===== src/rtl/vga_timing_gen.sv =====
// vga_timing_gen: parametrised VGA raster timing generator.
// A clock divider produces one advance edge every CLK_DIV clocks. On that
// edge the raster position steps, and Valid plus both syncs are registered
// from the new position, so every output changes on the same clock edge.
// A resync request restarts the raster like a reset but keeps frame_count.
module vga_timing_gen #(
  parameter int CLK_DIV  = 2,
  parameter int H_ACTIVE = 640,
  parameter int H_FP     = 16,
  parameter int H_SYNC   = 96,
  parameter int H_BP     = 48,
  parameter int V_ACTIVE = 480,
  parameter int V_FP     = 10,
  parameter int V_SYNC   = 2,
  parameter int V_BP     = 33,
  parameter int H_POL    = 0,
  parameter int V_POL    = 0,
  parameter int X_W      = 11,
  parameter int Y_W      = 10
) (
  input  logic           clk,
  input  logic           rst_n,
  input  logic           resync,
  output logic [X_W-1:0] CounterX,
  output logic [Y_W-1:0] CounterY,
  output logic           Valid,
  output logic           vga_h_sync,
  output logic           vga_v_sync,
  output logic           pix_ce,
  output logic           line_start,
  output logic           frame_start,
  output logic [15:0]    frame_count
);

  localparam int H_TOTAL = H_ACTIVE + H_FP + H_SYNC + H_BP;
  localparam int V_TOTAL = V_ACTIVE + V_FP + V_SYNC + V_BP;
  localparam int DIV_W   = (CLK_DIV > 1) ? $clog2(CLK_DIV) : 1;

  localparam logic [X_W-1:0] X_LAST   = X_W'(H_TOTAL - 1);
  localparam logic [X_W-1:0] X_ACT    = X_W'(H_ACTIVE);
  localparam logic [X_W-1:0] HS_BEGIN = X_W'(H_ACTIVE + H_FP);
  localparam logic [X_W-1:0] HS_END   = X_W'(H_ACTIVE + H_FP + H_SYNC);
  localparam logic [Y_W-1:0] Y_LAST   = Y_W'(V_TOTAL - 1);
  localparam logic [Y_W-1:0] Y_ACT    = Y_W'(V_ACTIVE);
  localparam logic [Y_W-1:0] VS_BEGIN = Y_W'(V_ACTIVE + V_FP);
  localparam logic [Y_W-1:0] VS_END   = Y_W'(V_ACTIVE + V_FP + V_SYNC);
  localparam logic [DIV_W-1:0] DIV_LAST = DIV_W'(CLK_DIV - 1);

  // Active levels; the idle level of each sync is the complement.
  localparam logic H_ON = (H_POL != 0);
  localparam logic V_ON = (V_POL != 0);

  logic [DIV_W-1:0] div;
  logic [DIV_W-1:0] divNext;
  logic             advance;
  logic             xWrap;
  logic             yWrap;
  logic [X_W-1:0]   nextX;
  logic [Y_W-1:0]   nextY;
  logic             nextValid;
  logic             nextH;
  logic             nextV;

  // Next raster position and the sync/valid levels that belong to it.
  always_comb begin
    advance   = (div == DIV_LAST);
    divNext   = advance ? '0 : div + DIV_W'(1);
    xWrap     = (CounterX == X_LAST);
    yWrap     = (CounterY == Y_LAST);
    nextX     = xWrap ? '0 : CounterX + X_W'(1);
    nextY     = CounterY;
    if (xWrap) begin
      nextY = yWrap ? '0 : CounterY + Y_W'(1);
    end
    nextValid = (nextX < X_ACT) && (nextY < Y_ACT);
    nextH     = ((nextX >= HS_BEGIN) && (nextX < HS_END)) ? H_ON : ~H_ON;
    // nextY only moves when X wraps, so vsync can only change as X becomes 0.
    nextV     = ((nextY >= VS_BEGIN) && (nextY < VS_END)) ? V_ON : ~V_ON;
  end

  // Divider, raster position, registered decode, strobes and frame counter.
  always_ff @(posedge clk or negedge rst_n) begin
    if (!rst_n) begin
      div         <= '0;
      CounterX    <= X_LAST;
      CounterY    <= Y_LAST;
      Valid       <= 1'b0;
      vga_h_sync  <= ~H_ON;
      vga_v_sync  <= ~V_ON;
      pix_ce      <= 1'b0;
      line_start  <= 1'b0;
      frame_start <= 1'b0;
      frame_count <= 16'hFFFF;
    end else if (resync) begin
      // Same restart point as reset; frame_count keeps its value.
      div         <= '0;
      CounterX    <= X_LAST;
      CounterY    <= Y_LAST;
      Valid       <= 1'b0;
      vga_h_sync  <= ~H_ON;
      vga_v_sync  <= ~V_ON;
      pix_ce      <= 1'b0;
      line_start  <= 1'b0;
      frame_start <= 1'b0;
    end else begin
      div         <= divNext;
      pix_ce      <= advance;
      line_start  <= advance && xWrap;
      frame_start <= advance && xWrap && yWrap;
      if (advance) begin
        CounterX   <= nextX;
        CounterY   <= nextY;
        Valid      <= nextValid;
        vga_h_sync <= nextH;
        vga_v_sync <= nextV;
        if (xWrap && yWrap) begin
          frame_count <= frame_count + 16'd1;
        end
      end
    end
  end

endmodule


===== config.mk =====
export PLATFORM = sky130hd
export DESIGN_NAME = vga_timing_gen
export DESIGN_NICKNAME = d
export VERILOG_FILES = /design/src/rtl/vga_timing_gen.sv
export SDC_FILE = /design/constraint.sdc
export NUM_CORES = 1
export LEC_CHECK = 0
export ABC_CLOCK_PERIOD_IN_PS = 3300
export CAP_MARGIN = 15
export CORE_UTILIZATION = 56
export CTS_BUF_LIST = sky130_fd_sc_hd__clkbuf_16
export CTS_CLUSTER_DIAMETER = 60
export DETAILED_ROUTE_END_ITERATION = 16
export GPL_TIMING_DRIVEN = 0
export PLACE_DENSITY_LB_ADDON = 0.05
export SYNTH_ARGS = -nofsm -noshare
export SYNTH_HDL_FRONTEND = slang
export SYNTH_SLANG_ARGS = --single-unit

===== constraint.sdc =====
create_clock -name clk -period 3.3 [get_ports clk]
set_input_delay 0.66 -clock clk [delete_from_list [all_inputs] [get_ports clk]]
set_output_delay 0.66 -clock clk [all_outputs]
set_load 0.03 [all_outputs]

==> results.sh, run 1 <==
export IMPL_diodes=0
export IMPL_numCtsBuffers=5
export IMPL_num_rows=24
export IMPL_cp_max_fo=7
export IMPL_finalSetupViolations=0
export IMPL_cts_root_buf="clkbuf_16"
export IMPL_hold_viol=0
export IMPL_crit_chain="inv_1, ha_1, nand4_2, nor4b_2, o21ai_1, a211o_1, o31ai_2"
export IMPL_wl_met3_um=316
export IMPL_slew_headroom=0.360
export IMPL_cpPeakStageDelay_ns=0.81
export IMPL_overflow=0
export IMPL_grt_util_all_layers=0.261
export IMPL_yosysSeqAreaShare=0.447
export IMPL_wl_per_cell_um=16.3
export IMPL_area_growth_pct=27.3
export IMPL_synth_nets=263
export IMPL_place_ws_ns=0.809
export IMPL_rsz0062_at_grt="false"
export IMPL_holdWs_ns=0.311
export IMPL_place_hpwl_um=4230
export IMPL_clk_pin_slew_ns=0.06
export IMPL_place_congestion=0.933
export IMPL_path_class="flip-flop to flip-flop"
export IMPL_viasPerCell=6.02
export IMPL_rrSetupSlack_ns=0.83
export IMPL_synth_edf_count=0
export IMPL_worst_pin_slew_ns=0.958
export IMPL_start_kind="flip-flop"
export IMPL_initial_utilization=0.583
export IMPL_path_delay_family="simple AND/OR/NAND/NOR gates"
export IMPL_hold_buffers=0
export IMPL_critPathCaptureType="flip-flop"
export IMPL_dr_wl_met2_um=2900
export IMPL_path_buf_inv=1
export IMPL_max_vdd_ir_drop_v=0.000285
export IMPL_status="completed"
export IMPL_regToRegStartpoint="CounterY[0]$_DFFE_PN0N_"
export IMPL_drt_iter0_markers=82
export IMPL_post_cts_buffers=0
export IMPL_cap_violations=0
export IMPL_nFillCells=338
export IMPL_nets=316
export IMPL_fmax_mhz=405
export IMPL_fin_skew_ns=0.00458
export IMPL_dieArea_um2=4810
export IMPL_clk_latency_ns=0.28
export IMPL_core_um2=4350
export IMPL_io_pins=46
export IMPL_syn_area_per_cell_um2=9.92
export IMPL_synthesis_area_um2=2540
export IMPL_antenna_found_initial=0
export IMPL_r2r_end="Valid$_DFFE_PN0N_"
export IMPL_num_vias=2181
export IMPL_ys_flop_type="dfstp_2"
export IMPL_wirelength_um=5890
export IMPL_period_share=0.749
export IMPL_cts_resized_gates=0
export IMPL_ys_warn_count=0
export IMPL_drt_met1_wl_um=2640
export IMPL_setup_slack_ns=0.828
export IMPL_crit_required_ns=3.50
export IMPL_cts_tree="built"
export IMPL_layout_commonest_cell="clkdlybuf4s50_1"
export IMPL_dr_max_layer_used="met4"
export IMPL_die_h_um=69.3
export IMPL_synth_cell_types=59
export IMPL_first_global_vias=2098
export IMPL_cts_sinks=44
export IMPL_drv_slew=0
export IMPL_clockBufferDepth=2
export IMPL_ys_seq_elements=44
export IMPL_place_port_buffers=45
export IMPL_h_tree_depth=2
export IMPL_grt_max_degree=27
export IMPL_cpMaxStageDelayCell="nor4b_2"
export IMPL_drive_gt1_frac=0.187
export IMPL_hold_class="primary input to async pin"
export IMPL_die_w_um=69.3
export IMPL_synthArstFlopShare=1.00
export IMPL_drc=0
export IMPL_ant_nets=0
export IMPL_grt_pass1_wl_um=10000
export IMPL_fin_setup_tns_ns=0
export IMPL_syn_inst=256
export IMPL_period_minus_slack_ns=2.47
export IMPL_rr_worst_depth=7
export IMPL_final_cell_mix="44 x clkdlybuf4s50_1, 28 x dfstp_2, 23 x nand2_1"
export IMPL_arrival_ns=2.67
export IMPL_pwr_density_cell_nw_per_um2=518
export IMPL_p_leak_nw=1.26
export IMPL_firstDrtPassIters=5
[where the power goes]
group,internal (mW),switching [mW]
Clock,0.353,0.200
Sequential,0.604,0.0471
Combinational,0.177,0.294
Total,1.13,0.541
[stage by stage]
stage / instances / utilization / power [mW] / cell area [um^2]
after floorplan: 256 / - / 0.969 / 2540
after global placement: 353 / 0.702 / 1.11 / 3060
after detailed placement: 354 / 0.705 / 1.12 / 3070
after CTS: 362 / 0.743 / 1.68 / 3230
after global routing: 362 / 0.743 / 1.74 / 3230
final: 362 / 0.743 / 1.67 / 3230
[worst reg2reg max path: stages (launching register included)]
cell,delay [ns]
dfrtp_1,0.45
inv_1,0.09
ha_1,0.15
nand4_2,0.12
nor4b_2,0.81
o21ai_1,0.22
a211o_1,0.34
o31ai_2,0.21
[worst max-delay path by stage]
stage	slack, ns	endpoint	cells past startpoint	start
floorplan	1.05	frame_count[8]$_DFFE_PN1P_	8	CounterX[0]$_DFFE_PN1N_
global placement	0.47	CounterX[6]$_DFFE_PN0N_	1	rst_n
detailed placement	0.81	Valid$_DFFE_PN0N_	6	resync
CTS	0.87	Valid$_DFFE_PN0N_	7	CounterY[0]$_DFFE_PN0N_
global route	0.68	Valid$_DFFE_PN0N_	7	CounterY[0]$_DFFE_PN0N_
finish	0.83	Valid$_DFFE_PN0N_	7	CounterY[0]$_DFFE_PN0N_
[Yosys cell counts (3+ instances only)]
library cell   n  area (um^2)
dfstp_2       28          736
nand2_1       23         86.3
xnor2_1       18          158
nor2_1        17         63.8
dfrtp_1       16          400
a21oi_1       13         65.1
nand4_1       13         81.3
inv_1         10         37.5
nand3_1        9         45.0
nor3_1         9         45.0
o21ai_1        8         40.0
and3_1         6         37.5
a211o_1        5         43.8
nor4_1         5         31.3
o21bai_1       5         37.5
buf_2          4         20.0
clkbuf_1       4         15.0
ha_1           4         50.1
or3_1          4         25.0
a31oi_1        3         18.8
xor2_1         3         26.3
[final cells by class]
| cell class | instances | area, um^2 | share of cell area |
|---|---|---|---|
| Multi-Input combinational cell | 189 | 1290 | 0.399 |
| Sequential cell | 44 | 1140 | 0.351 |
| Timing Repair Buffer | 46 | 465 | 0.144 |
| Clock buffer | 5 | 125 | 0.0387 |
| Buffer | 12 | 72.6 | 0.0224 |
| Tap cell | 52 | 65.1 | 0.0201 |
| Inverter | 11 | 41.3 | 0.0128 |
| Clock inverter | 3 | 38.8 | 0.0120 |
[kinds of logic after synthesis]
family	count (synthesis)	share of synthesized area
XOR/XNOR	21	0.0724
AO/OA/AOI/OAI	54	0.145
buffers and inverters	23	0.0448
multiplexers	3	0.0128
adder cells (fa/ha/maj)	4	0.0197
flip-flops	44	0.447
AND/OR/NAND/NOR	107	0.258
[registers in the layout (all words and copies together) (netlist names)]
signal	count
frame_start	1
vga_v_sync	1
vga_h_sync	1
CounterX	11
Valid	1
advance	1
frame_count	16
pix_ce	1
CounterY	10
line_start	1
[layer usage]
| layer | track usage | up-vias |
|---|---|---|
| met2 | 0.425 | 68 |
| met3 | 0.0509 | 4 |
| li1 | - | 1041 |
| met1 | 0.353 | 1068 |
| met4 | 0.0816 | 0 |
| met5 | 0 | - |
Note: power is estimated with default switching activity, not from simulation.
==> run 2: changes to the inputs <==
Settings changed: ABC_CLOCK_PERIOD_IN_PS 3300 to 2210, CORE_UTILIZATION 56 to 47.
Clock period 3.3 ns to 2.21 ns, I/O delays scaled along.
==> run 2 against run 1 <==
Compared with the run above: routed wire length increased by 1.4%; via count is 0.83% higher; first-iteration DRC count is 12% higher; critical endpoint is now CounterX[1]; sequential share of layout area is 1.8 points lower; non-clock buffer count is 11 higher; clock skew is 0.0026 ns higher; flip-flop and latch count is the same; register-to-register slack worse by 0.76 ns; global-route usage is 3.6 points lower; sequential power rose by 49%.
==> results.sh, run 2 (same netlist as run 1, synthesis figures left out) <==
export IMPL_cts_sinks=44
export IMPL_diodes=0
export IMPL_hold_class="primary input to async pin"
export IMPL_multi_input_area_um2=1340
export IMPL_wirelength_um=5980
export IMPL_wl_per_cell_um=15.3
export IMPL_p_leak_nw=1.34
export IMPL_cts_root_buf="clkbuf_16"
export IMPL_place_congestion=0.888
export IMPL_rr_worst_depth=7
export IMPL_cap_violations=0
export IMPL_arrival_ns=1.72
export IMPL_firstDrtPassIters=4
export IMPL_viasPerCell=5.62
export IMPL_start_kind="flip-flop"
export IMPL_nets=327
export IMPL_antenna_found_initial=0
export IMPL_first_global_vias=2002
export IMPL_area_growth_pct=34.4
export IMPL_drt_iter0_markers=92
export IMPL_die_h_um=75.5
export IMPL_dieArea_um2=5700
export IMPL_hold_viol=0
export IMPL_regToRegStartpoint="CounterX[0]$_DFFE_PN1N_"
export IMPL_hold_buffers=0
export IMPL_path_class="flip-flop to output pin"
export IMPL_numCtsBuffers=5
export IMPL_pwr_density_cell_nw_per_um2=779
export IMPL_grt_max_degree=29
export IMPL_worst_pin_slew_ns=0.528
export IMPL_critPathCaptureType="output pin"
export IMPL_status="completed"
export IMPL_fmax_mhz=462
export IMPL_num_rows=26
export IMPL_core_um2=5140
export IMPL_initial_utilization=0.494
export IMPL_crit_required_ns=1.77
export IMPL_ant_nets=0
export IMPL_register_area_um2=1140
export IMPL_finalSetupViolations=0
export IMPL_reg_top3="frame_count (16), CounterX (11), CounterY (10)"
export IMPL_max_flop_register="frame_count"
export IMPL_fin_setup_tns_ns=0
export IMPL_grt_pass1_wl_um=9530
export IMPL_drive_gt1_frac=0.237
export IMPL_overflow=0
export IMPL_utilization=0.664
export IMPL_clk_pin_slew_ns=0.06
export IMPL_grt_util_all_layers=0.225
export IMPL_final_cell_mix="44 x clkdlybuf4s50_1, 28 x dfstp_2, 23 x nand2_1"
export IMPL_clk_latency_ns=0.29
export IMPL_place_hpwl_um=4160
export IMPL_slew_headroom=0.648
export IMPL_rrSetupSlack_ns=0.07
export IMPL_io_pins=46
export IMPL_largest_reg_flops=16
export IMPL_nFillCells=459
export IMPL_place_ws_ns=-0.167
export IMPL_h_tree_depth=2
export IMPL_holdWs_ns=0.0701
export IMPL_max_vdd_ir_drop_v=0.000389
export IMPL_endpoint="CounterX[1]"
export IMPL_setup_slack_ns=0.0460
export IMPL_cp_max_fo=3
export IMPL_clockBufferDepth=2
export IMPL_drv_slew=0
export IMPL_crit_start="CounterX[1]$_DFFE_PN1N_"
export IMPL_cts_tree="built"
export IMPL_drc=0
export IMPL_period_minus_slack_ns=2.16
export IMPL_r2r_end="Valid$_DFFE_PN0N_"
export IMPL_period_share=0.979
export IMPL_layout_commonest_cell="clkdlybuf4s50_1"
export IMPL_num_vias=2199
export IMPL_die_w_um=75.5
export IMPL_place_port_buffers=45
export IMPL_rsz0062_at_grt="true"
export IMPL_fin_skew_ns=0.00720
==> run 2: cell count changes in the layout (fill, tap and decap cells not counted), sizes merged <==
| cell | change |
|---|---|
| buf | +11 |
| clkbuf | +1 |
| clkinv | -1 |
==> run 2: through the flow <==
step / cell area [um^2] / cells / total power, mW
final: 3410 / 391 / 2.66
after global routing: 3410 / 391 / 2.77
after CTS: 3330 / 382 / 2.62
after detailed placement: 3110 / 372 / 1.68
after global placement: 3090 / 371 / 1.67
after floorplan: 2550 / 256 / 1.45
==> run 2: layout make-up <==
class | instances | share of cell area
Timing Repair Buffer | 57 | 0.160
Multi-Input combinational cell | 189 | 0.392
Clock inverter | 2 | 0.00989
Inverter | 11 | 0.0121
Clock buffer | 6 | 0.0440
Buffer | 12 | 0.0220
Tap cell | 70 | 0.0257
Sequential cell | 44 | 0.333
==> run 2: critical path, cell delays in order, from the launching register on <==
cell	delay, ns
dfstp_2	0.55
buf_4	0.12
buf_4	0.11
clkdlybuf4s50_1	0.66
==> run 2: where the power goes <==
part / switching (mW) / internal, mW / total, mW
Clock: 0.311 / 0.598 / 0.909
Combinational: 0.457 / 0.327 / 0.784
Sequential: 0.0657 / 0.901 / 0.967
==> run 2: worst min path at each step <==
stage	to	slack, ns	cells past startpoint
2_1_floorplan	CounterX[10]$_DFFE_PN0N_	0.15	0
5_1_grt	frame_start$_DFF_PN0_	0.09	1
6_report	frame_start$_DFF_PN0_	0.07	1
3_3_place_gp	frame_count[15]$_DFFE_PN1P_	0.48	1
3_5_place_dp	frame_start$_DFF_PN0_	0.38	1
4_1_cts	frame_start$_DFF_PN0_	0.08	1
==> run 2: per-layer routing <==
layer	global-route usage	wire, um	vias up
met5	0	0	-
met4	0.0720	76	0
met3	0.0410	230	7
met2	0.379	2880	59
met1	0.293	2790	1069
li1	-	-	1064
==> run 2: what timing repair did <==
item                       in CTS  in global routing
setup buffers                   2                  9
resized for setup               5                  7
setup endpoints to repair      10                 12
pin swaps                       1                  5
==> run 3: changes to the inputs <==
Settings changed: GPL_TIMING_DRIVEN 0 to 1.
==> run 3 against run 2 <==
Compared with the run above: register-to-register slack better by 0.04 ns; routed wire length up 2.8%; via count up 1.9%; utilization up 0.66 points; worst setup slack better by 0.042 ns; global-route usage up 1.1 points; clock power up 4.1%; sequential share of layout area down 0.40 points; largest cell class unchanged; largest power group unchanged; highest routed layer unchanged.
==> results.sh, run 3 (same netlist as run 1, synthesis figures left out) <==
export IMPL_drv_slew=0
export IMPL_io_pins=46
export IMPL_die_w_um=75.5
export IMPL_cpPeakStageDelay_ns=0.67
export IMPL_place_congestion=0.836
export IMPL_diodes=0
export IMPL_worst_pin_slew_ns=0.459
export IMPL_overflow=0
export IMPL_start_kind="flip-flop"
export IMPL_setup_slack_ns=0.0876
export IMPL_path_buf_inv=2
export IMPL_rr_worst_depth=7
export IMPL_p_leak_nw=1.37
export IMPL_layout_commonest_cell="clkdlybuf4s50_1"
export IMPL_path_delay_family="buffers and inverters"
export IMPL_rrSetupSlack_ns=0.11
export IMPL_numCtsBuffers=5
export IMPL_first_global_vias=2022
export IMPL_core_um2=5140
export IMPL_num_rows=26
export IMPL_clk_latency_ns=0.28
export IMPL_critPathCaptureType="output pin"
export IMPL_nets=333
export IMPL_dpl_cell_area_um2=3240
export IMPL_fin_area_um2=3450
export IMPL_path_class="flip-flop to output pin"
export IMPL_num_vias=2240
export IMPL_die_h_um=75.5
export IMPL_fmax_mhz=471
export IMPL_antenna_found_initial=0
export IMPL_period_minus_slack_ns=2.12
export IMPL_utilization=0.671
export IMPL_cpMaxStageDelayCell="clkdlybuf4s50_1"
export IMPL_drive_gt1_frac=0.251
export IMPL_place_ws_ns=0.0669
export IMPL_largest_reg_flops=16
export IMPL_area_growth_pct=35.8
export IMPL_hold_class="primary input to async pin"
export IMPL_nFillCells=442
export IMPL_cts_root_buf="clkbuf_16"
export IMPL_viasPerCell=5.64
export IMPL_status="completed"
export IMPL_period_share=0.960
export IMPL_max_flop_register="frame_count"
export IMPL_finalSetupViolations=0
export IMPL_regToRegStartpoint="CounterX[0]$_DFFE_PN1N_"
export IMPL_ant_nets=0
export IMPL_grt_util_all_layers=0.235
export IMPL_fin_skew_ns=0.00611
export IMPL_drc=0
export IMPL_dieArea_um2=5700
export IMPL_h_tree_depth=2
export IMPL_cp_max_fo=7
export IMPL_hold_viol=0
export IMPL_crit_chain="buf_4, clkdlybuf4s50_1"
export IMPL_wirelength_um=6140
export IMPL_firstDrtPassIters=4
export IMPL_r2r_end="frame_count[8]$_DFFE_PN1P_"
export IMPL_pwr_density_cell_nw_per_um2=778
export IMPL_clk_pin_slew_ns=0.06
export IMPL_wl_per_cell_um=15.5
export IMPL_fin_setup_tns_ns=0
export IMPL_slew_headroom=0.694
export IMPL_final_cell_mix="44 x clkdlybuf4s50_1, 29 x buf_4, 28 x dfstp_2"
export IMPL_rsz0062_at_grt="false"
export IMPL_grt_pass1_wl_um=9940
export IMPL_crit_required_ns=1.77
export IMPL_cap_violations=0
export IMPL_place_hpwl_um=4450
export IMPL_drt_iter0_markers=81
export IMPL_grt_max_degree=27
export IMPL_reg_top3="frame_count (16), CounterX (11), CounterY (10)"
export IMPL_total_power_mw=2.68
export IMPL_clockBufferDepth=2
export IMPL_cts_sinks=44
export IMPL_max_vdd_ir_drop_v=0.000402
export IMPL_place_port_buffers=45
export IMPL_cts_tree="built"
export IMPL_initial_utilization=0.494
export IMPL_arrival_ns=1.68
==> run 3: layout make-up <==
type | instances | area, um^2 | area share
repair buffers | 75 | 683 | 0.198
multi-input cells | 189 | 1310 | 0.380
clock buffers | 5 | 125 | 0.0363
flip-flops and latches | 44 | 1140 | 0.329
clock inverters | 3 | 63.8 | 0.0185
inverters | 11 | 41.3 | 0.0120
well taps | 70 | 87.6 | 0.0254
==> run 3: per-stage QoR <==
step,std cells,hold WS [ns]
2_1_floorplan,256,0.146
3_3_place_gp,388,0.421
3_5_place_dp,388,0.420
4_1_cts,396,0.118
5_1_grt,397,0.149
6_report,397,0.110
==> run 3: power breakdown <==
group	internal [mW]	switching [mW]	total, mW
Sequential	0.901	0.0729	0.974
Clock	0.643	0.302	0.946
Combinational	0.318	0.444	0.762
Total	1.86	0.820	2.68
==> run 3: how the worst max path moves through the flow <==
| stage | start | endpoint | slack [ns] | depth (start not counted) |
|---|---|---|---|---|
| finish | CounterX[3]$_DFFE_PN1N_ | CounterX[3] | 0.09 | 2 |
| CTS | CounterY[0]$_DFFE_PN0N_ | frame_count[7]$_DFFE_PN1P_ | 0.06 | 7 |
| global placement | resync | Valid$_DFFE_PN0N_ | 0.11 | 5 |
| global route | CounterX[0]$_DFFE_PN1N_ | CounterY[6]$_DFFE_PN0N_ | 0.02 | 6 |
| detailed placement | CounterY[0]$_DFFE_PN0N_ | frame_count[7]$_DFFE_PN1P_ | 0.07 | 7 |
| floorplan | CounterY[3]$_DFFE_PN1N_ | frame_count[7]$_DFFE_PN1P_ | 0.03 | 6 |
==> run 3: routing by layer <==
metal,global-route usage,routed length [um]
met3,0.0410,249
met2,0.376,2940
met1,0.330,2880
met5,0,0
met4,0.0658,70
==> run 3: repair_timing <==
action	CTS	global route
hold buffers	0	0
endpoints found under the hold margin	0	0
setup buffers	0	1
setup endpoints to repair	0	10
gates resized for setup	0	3
